$ cat config.mk
export PLATFORM = sky130hd
export DESIGN_NAME = seqgen_sched
export DESIGN_NICKNAME = d
export VERILOG_FILES = /design/src/rtl/seqgen_pkg.sv /design/src/rtl/rr_arb2.sv /design/src/rtl/seqgen_sched.sv
export SDC_FILE = /design/constraint.sdc
export NUM_CORES = 1
export LEC_CHECK = 0
export CAP_MARGIN = 40
export CORE_UTILIZATION = 31
export DETAILED_ROUTE_END_ITERATION = 7
export HOLD_SLACK_MARGIN = 0.03
export PLACE_DENSITY_LB_ADDON = 0.12
export REMOVE_ABC_BUFFERS = 1
export SYNTH_ARGS = -nofsm -noshare
export SYNTH_HDL_FRONTEND = slang
export SYNTH_HIERARCHICAL = 1
export SYNTH_SLANG_ARGS = --single-unit
$ cat constraint.sdc
create_clock -name clk -period 1.9 [get_ports clk]
set_input_delay 0.38 -clock clk [delete_from_list [all_inputs] [get_ports clk]]
set_output_delay 0.38 -clock clk [all_outputs]
set_load 0.02 [all_outputs]
$ cat src/rtl/seqgen_pkg.sv
`default_nettype none
// ============================================================================
//  Module      : seqgen_pkg
//  Description : Shared width defaults, FSM state encoding and a small
//                grant helper for the sequence-generator scheduler.
//  Revision    : 1.0 - initial release
// ============================================================================
package seqgen_pkg;

    localparam int c_DATA_W = 4;
    localparam int c_LEN_W  = 4;
    localparam int c_ST_W   = 2;

    typedef enum logic [c_ST_W-1:0] {
        ST_IDLE  = 2'd0,
        ST_CLEAR = 2'd1,
        ST_RUN   = 2'd2,
        ST_DONE  = 2'd3
    } state_t;

    // Index of the requester owning a one-hot 2-bit grant.
    function automatic logic gnt_idx(input logic [1:0] gnt);
        return gnt[1];
    endfunction

endpackage
`default_nettype wire

$ cat src/rtl/rr_arb2.sv
`default_nettype none
// ============================================================================
//  Module      : rr_arb2
//  Description : Two-way round-robin selector, purely combinational. A lone
//                requester wins outright; on contention the requester that
//                did not win last time is chosen.
//  Revision    : 1.0 - initial release
// ============================================================================
module rr_arb2 (
    input  logic [1:0] i_req,
    input  logic       i_last,   // index of the previous winner
    output logic [1:0] o_gnt
);

    // One-hot winner selection from the request vector and last winner.
    always_comb begin
        o_gnt = 2'b00;
        case (i_req)
            2'b01:   o_gnt = 2'b01;
            2'b10:   o_gnt = 2'b10;
            2'b11:   o_gnt = i_last ? 2'b01 : 2'b10;
            default: o_gnt = 2'b00;
        endcase
    end

endmodule
`default_nettype wire

$ cat src/rtl/seqgen_sched.sv
`default_nettype none
// ============================================================================
//  Module      : seqgen_sched
//  Description : Schedules bursts of a shared sequence generator between two
//                requesters. Each burst clears the generator for one cycle,
//                steps it a programmed number of times and returns the
//                generator words to the granted requester.
//  Revision    : 1.0 - initial release
// ============================================================================
module seqgen_sched
    import seqgen_pkg::*;
#(
    parameter int DATA_W = c_DATA_W,
    parameter int LEN_W  = c_LEN_W
) (
    input  logic              clk,
    input  logic              rst,
    input  logic [1:0]        req,
    input  logic [LEN_W-1:0]  len0,
    input  logic [LEN_W-1:0]  len1,
    input  logic [DATA_W-1:0] gen_out,
    output logic              gen_en,
    output logic              gen_nrst,
    output logic [1:0]        gnt,
    output logic [DATA_W-1:0] dout,
    output logic [1:0]        dout_valid,
    output logic              busy
);

    state_t             r_state;
    state_t             w_state_nxt;
    logic [1:0]         r_gnt;
    logic [LEN_W-1:0]   r_cnt;
    logic               r_last;
    logic [DATA_W-1:0]  r_dout;
    logic [1:0]         r_dout_valid;
    logic               r_gen_nrst;
    logic [1:0]         w_arb_gnt;
    logic [LEN_W-1:0]   w_len_sel;
    logic               w_req_held;
    logic               w_gen_en;

    rr_arb2 u_arb (
        .i_req  (req),
        .i_last (r_last),
        .o_gnt  (w_arb_gnt)
    );

    // Length of the would-be winner; 0 wraps to all-ones after the -1.
    assign w_len_sel  = w_arb_gnt[1] ? len1 : len0;
    // The granted requester is still asking for its burst.
    assign w_req_held = |(req & r_gnt);
    assign w_gen_en   = (r_state == ST_RUN);

    // Next-state decode; a dropped request in CLEAR/RUN aborts to DONE.
    always_comb begin
        w_state_nxt = r_state;
        case (r_state)
            ST_IDLE:  if (|req) w_state_nxt = ST_CLEAR;
            ST_CLEAR: w_state_nxt = w_req_held ? ST_RUN : ST_DONE;
            ST_RUN:   if (!w_req_held || (r_cnt == '0)) w_state_nxt = ST_DONE;
            ST_DONE:  w_state_nxt = ST_IDLE;
            default:  w_state_nxt = ST_IDLE;
        endcase
    end

    // State register, grant, step counter and round-robin pointer.
    always_ff @(posedge clk or posedge rst) begin
        if (rst) begin
            r_state <= ST_IDLE;
            r_gnt   <= 2'b00;
            r_cnt   <= '0;
            r_last  <= 1'b1;    // last winner = 1, so requester 0 is favoured
        end else begin
            r_state <= w_state_nxt;
            case (r_state)
                ST_IDLE: begin
                    if (|req) begin
                        r_gnt <= w_arb_gnt;
                        r_cnt <= w_len_sel - LEN_W'(1);
                    end
                end
                ST_RUN: begin
                    r_cnt <= r_cnt - LEN_W'(1);
                end
                ST_DONE: begin
                    r_gnt  <= 2'b00;
                    r_last <= gnt_idx(r_gnt);
                end
                default: begin
                    r_cnt <= r_cnt;
                end
            endcase
        end
    end

    // Generator clear is registered so it is low throughout reset and
    // lines up exactly with the CLEAR state.
    always_ff @(posedge clk or posedge rst) begin
        if (rst) begin
            r_gen_nrst <= 1'b0;
        end else begin
            r_gen_nrst <= (w_state_nxt != ST_CLEAR);
        end
    end

    // Capture each generator step and flag it for the granted requester.
    always_ff @(posedge clk or posedge rst) begin
        if (rst) begin
            r_dout       <= '0;
            r_dout_valid <= 2'b00;
        end else begin
            if (w_gen_en) begin
                r_dout <= gen_out;
            end
            r_dout_valid <= w_gen_en ? r_gnt : 2'b00;
        end
    end

    assign gen_en     = w_gen_en;
    assign gen_nrst   = r_gen_nrst;
    assign gnt        = r_gnt;
    assign dout       = r_dout;
    assign dout_valid = r_dout_valid;
    assign busy       = (r_state != ST_IDLE);

endmodule
`default_nettype wire

**Yosys cells after proc, flatten, opt, wreduce, memory -nomap -nowiden**

Cells that the tools add are included.
W data, S select, Z words.

- Flip-flop bits (word level): 16
- Input bits: 16
- Output and inout port bits: 11
- Logic and storage cells: 41

- Add/subtract/negate cells: 2
- Equality and inequality tests: 8
- Mux-type cells: 12
- Bitwise gates (word level): 1
- Reductions and logical operators: 11

Operator list:

| kind | number |
|---|---|
| $mux W2 | 5 |
| $eq A2 B2 Y1 const B | 4 |
| $mux W4 | 2 |
| $pmux W2 S4 | 1 |
| $pmux W4 S2 | 1 |
| $sub A4 B1 Y4 const B | 2 |
| $pmux W2 S3 | 1 |
| $reduce_bool A2 Y1 | 3 |
| $eq A2 B1 Y1 const B | 2 |
| $logic_not A4 Y1 | 1 |
| $pmux W2 S2 | 1 |
| $reduce_and A2 Y1 | 2 |
| $reduce_or A2 Y1 | 2 |
| $and A2 B2 Y2 | 1 |
| $logic_not A2 Y1 | 1 |
| $ne A2 B1 Y1 const B | 1 |
| $ne A2 B2 Y1 const B | 1 |
| $logic_not A1 Y1 | 1 |
| $logic_or A1 B1 Y1 | 1 |
| $mux W1 | 1 |

**Logic depth before layout (Yosys ltp)**

Gate-level depths: netlist of run 1.

- Depth after elaboration: 7
- Mapped depth: 8
- Depth with buffers taken out: 7

**Hierarchy**

Netlist of run 1, hierarchy kept.

Modules (own cells, without submodules):

| module | instances | cells each | area an instance (sq um) | sequential area each (sq um) |
|---|---|---|---|---|
| seqgen_sched | 1 | 67 | 835.8 | 401.6 |
| rr_arb2 | 1 | 3 | 18.8 | 0.0 |

**Worst setup path after synthesis of run 1**

No wires, ideal clock.

- Path type: input to register
- Start: input req[1]
- End: register r_cnt[2]
- Setup time: 0.130 ns
- Arrival time: 1.832 ns
- Data required time: 1.770 ns
- Path slack: -0.062 ns
- Stages: 6
- Path buffers: 0
- Cells stage by stage: a21boi_0 > mux2_2 > o21ai_2 > ha_1 > xor2_1 > a21oi_1

- Cells in the longest elaborated chain, start to end: 6
- Elaborated cells on any way between the ends: 11
- Classes of those cells: 1 x add/sub; 4 x eq/ne; 4 x mux; 2 x reduce/logical

Ends and longest elaborated chain:

| item | RTL line | text |
|---|---|---|
| start: declaration | seqgen_sched.sv:18 | `input logic [1:0] req,` |
| $eq A2 B2 Y1 / $eq A2 B1 Y1 (equally long branches) | rr_arb2.sv:18 | `case (i_req)` |
| $pmux W2 S3 | rr_arb2.sv:18 |  |
| $mux W4 | seqgen_sched.sv:50 | `assign w_len_sel = w_arb_gnt[1] ? len1 : len0;` |
| $sub A4 B1 Y4 | seqgen_sched.sv:80 | `r_cnt <= w_len_sel - LEN_W'(1);` |
| $mux W4 | seqgen_sched.sv:78 | `if (\|req) begin` |
| $pmux W4 S2 | seqgen_sched.sv:76 | `case (r_state)` |
| end signal: assignment | seqgen_sched.sv:80 |  |
| end signal: assignment | seqgen_sched.sv:84 | `r_cnt <= r_cnt - LEN_W'(1);` |
| end signal: assignment | seqgen_sched.sv:91 | `r_cnt <= r_cnt;` |
| end: declaration | seqgen_sched.sv:33 | `logic [LEN_W-1:0] r_cnt;` |

Parallel ways exist; a longest one is shown, timed or not. The select of a mux whose other input is x is not followed.
A chain may end at the register's enable or synchronous reset.

**Worst setup path after layout of run 1**

- Start: input req[0]
- End: register r_cnt[2]

- Cells in the longest elaborated chain, start to end: 6
- Elaborated cells on any way between the ends: 11
- Classes of those cells: 1 x add/sub; 4 x eq/ne; 4 x mux; 2 x reduce/logical

Ends and longest elaborated chain:

| item | RTL line | text |
|---|---|---|
| $eq A2 B2 Y1 / $eq A2 B1 Y1 (equally long branches) | rr_arb2.sv:18 |  |
| $pmux W2 S3 * | rr_arb2.sv:18 |  |
| net w_arb_gnt[1] | seqgen_sched.sv:38 | `logic [1:0] w_arb_gnt;` |
| $mux W4 * | seqgen_sched.sv:50 |  |
| $sub A4 B1 Y4 * | seqgen_sched.sv:80 |  |
| $mux W4 * | seqgen_sched.sv:78 |  |
| $pmux W4 S2 * | seqgen_sched.sv:76 |  |

Mark *: on every way through the listed nets, which the timed path passes. The rest lies on a longest branch. The select of a mux whose other input is x is not followed.

==> results of run 1 <==
[where the power goes]
| part | switching, uW | internal, uW | total, uW |
|---|---|---|---|
| clock | 107 | 117 | 224 |
| combinational | 531 | 592 | 1120 |
| sequential | 108 | 502 | 611 |
| total | 746 | 1210 | 1960 |
[repair_timing]
item | 4_1_cts | 5_1_grt
pin swaps | 0 | 1
setup endpoints to repair | 3 | 4
gates resized for setup | 4 | 4
setup buffers | 1 | 0
[path summary, 6_finish.rpt]
path,startpoint,to,slack (ns),depth (start not counted)
max,req[0],r_cnt[2],0.07,8
min,rst,dout_valid[0],0.39,3
max reg2reg,r_state[0],r_cnt[2],0.12,8
min reg2reg,dout[1],dout[1],0.49,1
max in group asynchronous,rst,r_last,1.27,3
min in group clk,dout[1],dout[1],0.49,1
[stage by stage]
step	TNS, ns	instance area [um2]
global placement	-0.851	1220
detailed placement	-0.923	1220
global route	0	1270
finish	0	1270
CTS	0	1260
floorplan	-0.0640	843
[tightest hold or removal path, cell delays in order]
cell and delay, ns:
clkdlybuf4s50_1 0.40, inv_1 0.05, buf_4 0.23
[sequential cells by signal, summed over array words and instances, names as in the netlist]
signal	cells
dout	4
dout_valid	2
gen_nrst	1
gnt	2
r_cnt	4
r_last	1
r_state	2
[cell families (layout without fill, tap and decap cells)]
group           Yosys count  count (layout)  synth area share [%]
xor+xnor                  1               1                  1.03
simple gates             12              12                  7.47
fa+ha+maj                 5               5                  7.32
flops                    16              16                  47.0
buf+inv                   7              47                  3.95
mux                      13              13                  18.9
compound gates           16              16                  14.4
[synthesized netlist by cell type]
cell type  count  share of area, %
a21boi_4       1               2.2
nor4_1         1              0.73
a31oi_1        1              0.73
o21ai_2        1               1.0
nand3_1        1              0.59
mux2_2         3               4.0
a21boi_1       1              0.88
mux2_1         4               5.3
mux2_4         3               5.3
a22o_1         2               2.1
a221oi_1       1               1.0
dfstp_2        1               3.1
o21ai_0        2               1.2
inv_1          5               2.2
nand2b_1       1              0.73
and2_1         2               1.5
o21ai_1        2               1.2
xor2_1         1               1.0
mux2i_2        2               3.2
a21oi_1        2               1.2
nor2_1         5               2.2
nand4_1        1              0.73
a21boi_0       1              0.88
ha_1           5               7.3
inv_2          1              0.44
mux2i_1        1               1.2
or3b_1         1               1.0
buf_6          1               1.3
dfrtp_1       15                44
a31o_1         2               2.1
[metal layers]
layer	vias to the layer above	GRT usage, %	share of wire [%]
met2	8	21.1	52
met4	0	3.85	0.58
met1	320	16.5	44
met5	-	0	0
met3	2	5.00	3.1
li1	329	-	-
[layout make-up]
cell class	instances	area, um2
clock buffers	4	36.3
well taps	30	37.5
multi-input cells	47	425
inverters	6	22.5
flip-flops and latches	16	402
fillers	247	1270
repair buffers	37	348
==> metrics.md, run 1 <==
| Metric | Value |
|---|---|
| Status | `finished clean` |
| Util after Layout | `about 50%` |
| Final Power | `1960 uW` |
| # setup viols final | `0` |
| Crit Path Max Fanout | `5` |
| CTS Buffer Depth | `2` |
| Htree depth | `1` |
| Number of global-route vias before repair | `around 620` |
| Syn. warnings | `6` |
| RD Place Congestion | `~0.74` |
| Cell area power density | `roughly 1500 nW/um2` |
| Cell family with most CP delay | `buffers and inverters` |
| Startpoint types | `primary input` |
| Worst vdd ir | `880 uV` |
| Register clock-pin slew on the reported worst setup and hold paths | `around 0.10 ns` |
| Most frequent cells in the layout | `23 x clkdlybuf4s50_1, 15 x dfrtp_1, 10 x buf_4` |
| Crit end category | `register` |
| Clock insertion delay at the later pin of the skew report | `between 0.2 and 0.3 ns` |
| Period minus WS final | `1.83 ns` |
| Netlist cell types | `30` |
| Total GRT Usage | `13.2%` |
| Port Buffers | `26` |
| Slowest cell on crit path | `clkdlybuf4s50_1` |
| Number of antenna cells inserted | `0` |
| First-pass GRT wire length | `~2700 um` |
| Initial core utilization | `around 34%` |
| Mapped Cells | `70` |
| Max Cap Violations | `0` |
| Crit path cell chain | `clkdlybuf4s50_1, a21boi_2, buf_6, mux2_4, mux2i_2, ha_2, xor2_1, a21oi_1` |
| Leakage | `0.000582 uW` |
| WP data required | `2.07 ns` |
| Final hold vios | `0` |
| Hold Buf Count CTS | `0` |
| Unrepaired setup endpoints after global routing | `false` |
| Vias per cell | `4.71` |
| Die width | `~55 um` |
| Layout cells sized above 1 | `26.4%` |
| Initial antenna violation count | `0` |
| Slew Viols, Final | `0` |
| Area growth from synthesis to layout | `48.8%` |
| Vias | `~660` |
| Drt initial violations | `5` |
| Grt total ovfl | `0` |
| Fin cells | `140` |
| Cell Area, Synth | `855 um2` |
| Core box area | `2540 um2` |
| IO Pins | `27` |
| Worst Skew | `0.00742 ns` |
| Final period util | `96.1%` |
| CP peak stage delay | `0.44 ns` |
| Min-delay worst type | `primary input to async pin` |
| Setup WS post-layout | `0.0736 ns` |
| Commonest non-fill, non-tap cell in the layout | `clkdlybuf4s50_1` |
| Min Hold Slack | `0.390 ns` |
| Total die area | `around 3000 um2` |
| Largest net degree at the start of global routing | `17` |
| Drt drc | `0` |
| Final Net Count | `132` |
| Slew HR | `79.9%` |
| Synthesized area per cell | `12.2 um2` |
| Pre-CTS setup slack | `-0.310 ns` |
| Worst Max-Slew Pin Slew | `around 0.30 ns` |
| Sink Count | `16` |
| Inst Count DP | `around 140` |
| Fmax | `roughly 550 MHz` |
| Row count | `18` |
| Routed len/inst | `around 12 um` |
| CP bufs+invs | `2` |
| TritonCTS clock tree | `yes` |
| Seq/Total Area, Yosys | `47.0%` |
| Root buffer cell | `clkbuf_4` |
| Post-DRT Antenna Nets | `0` |
| Die H | `54.5 um` |
| Worst Path Class, Setup | `primary input to register` |
| Final wirelength | `1720 um` |
| Critical Path AT | `2.00 ns` |
| Inserted Clock Buffers | `3` |
| Yosys reg bits | `16` |
| DR pass1 iterations | `4` |
| DP HPWL | `roughly 1300 um` |
(Power assumes the default switching activity.)
==> inputs of run 2 (changes only) <==
Settings changed: CORE_MARGIN from default to 1.
==> results of run 2 <==
Same layout as run 1: the final DEF is identical, and so are final timing and power.
==> inputs of run 3 (changes only) <==
Settings changed: ABC_CLOCK_PERIOD_IN_PS from default to 1900, GPL_ROUTABILITY_DRIVEN from default to 0.
==> results of run 3 <==
Same layout as run 1: the final DEF is identical, and so are final timing and power.
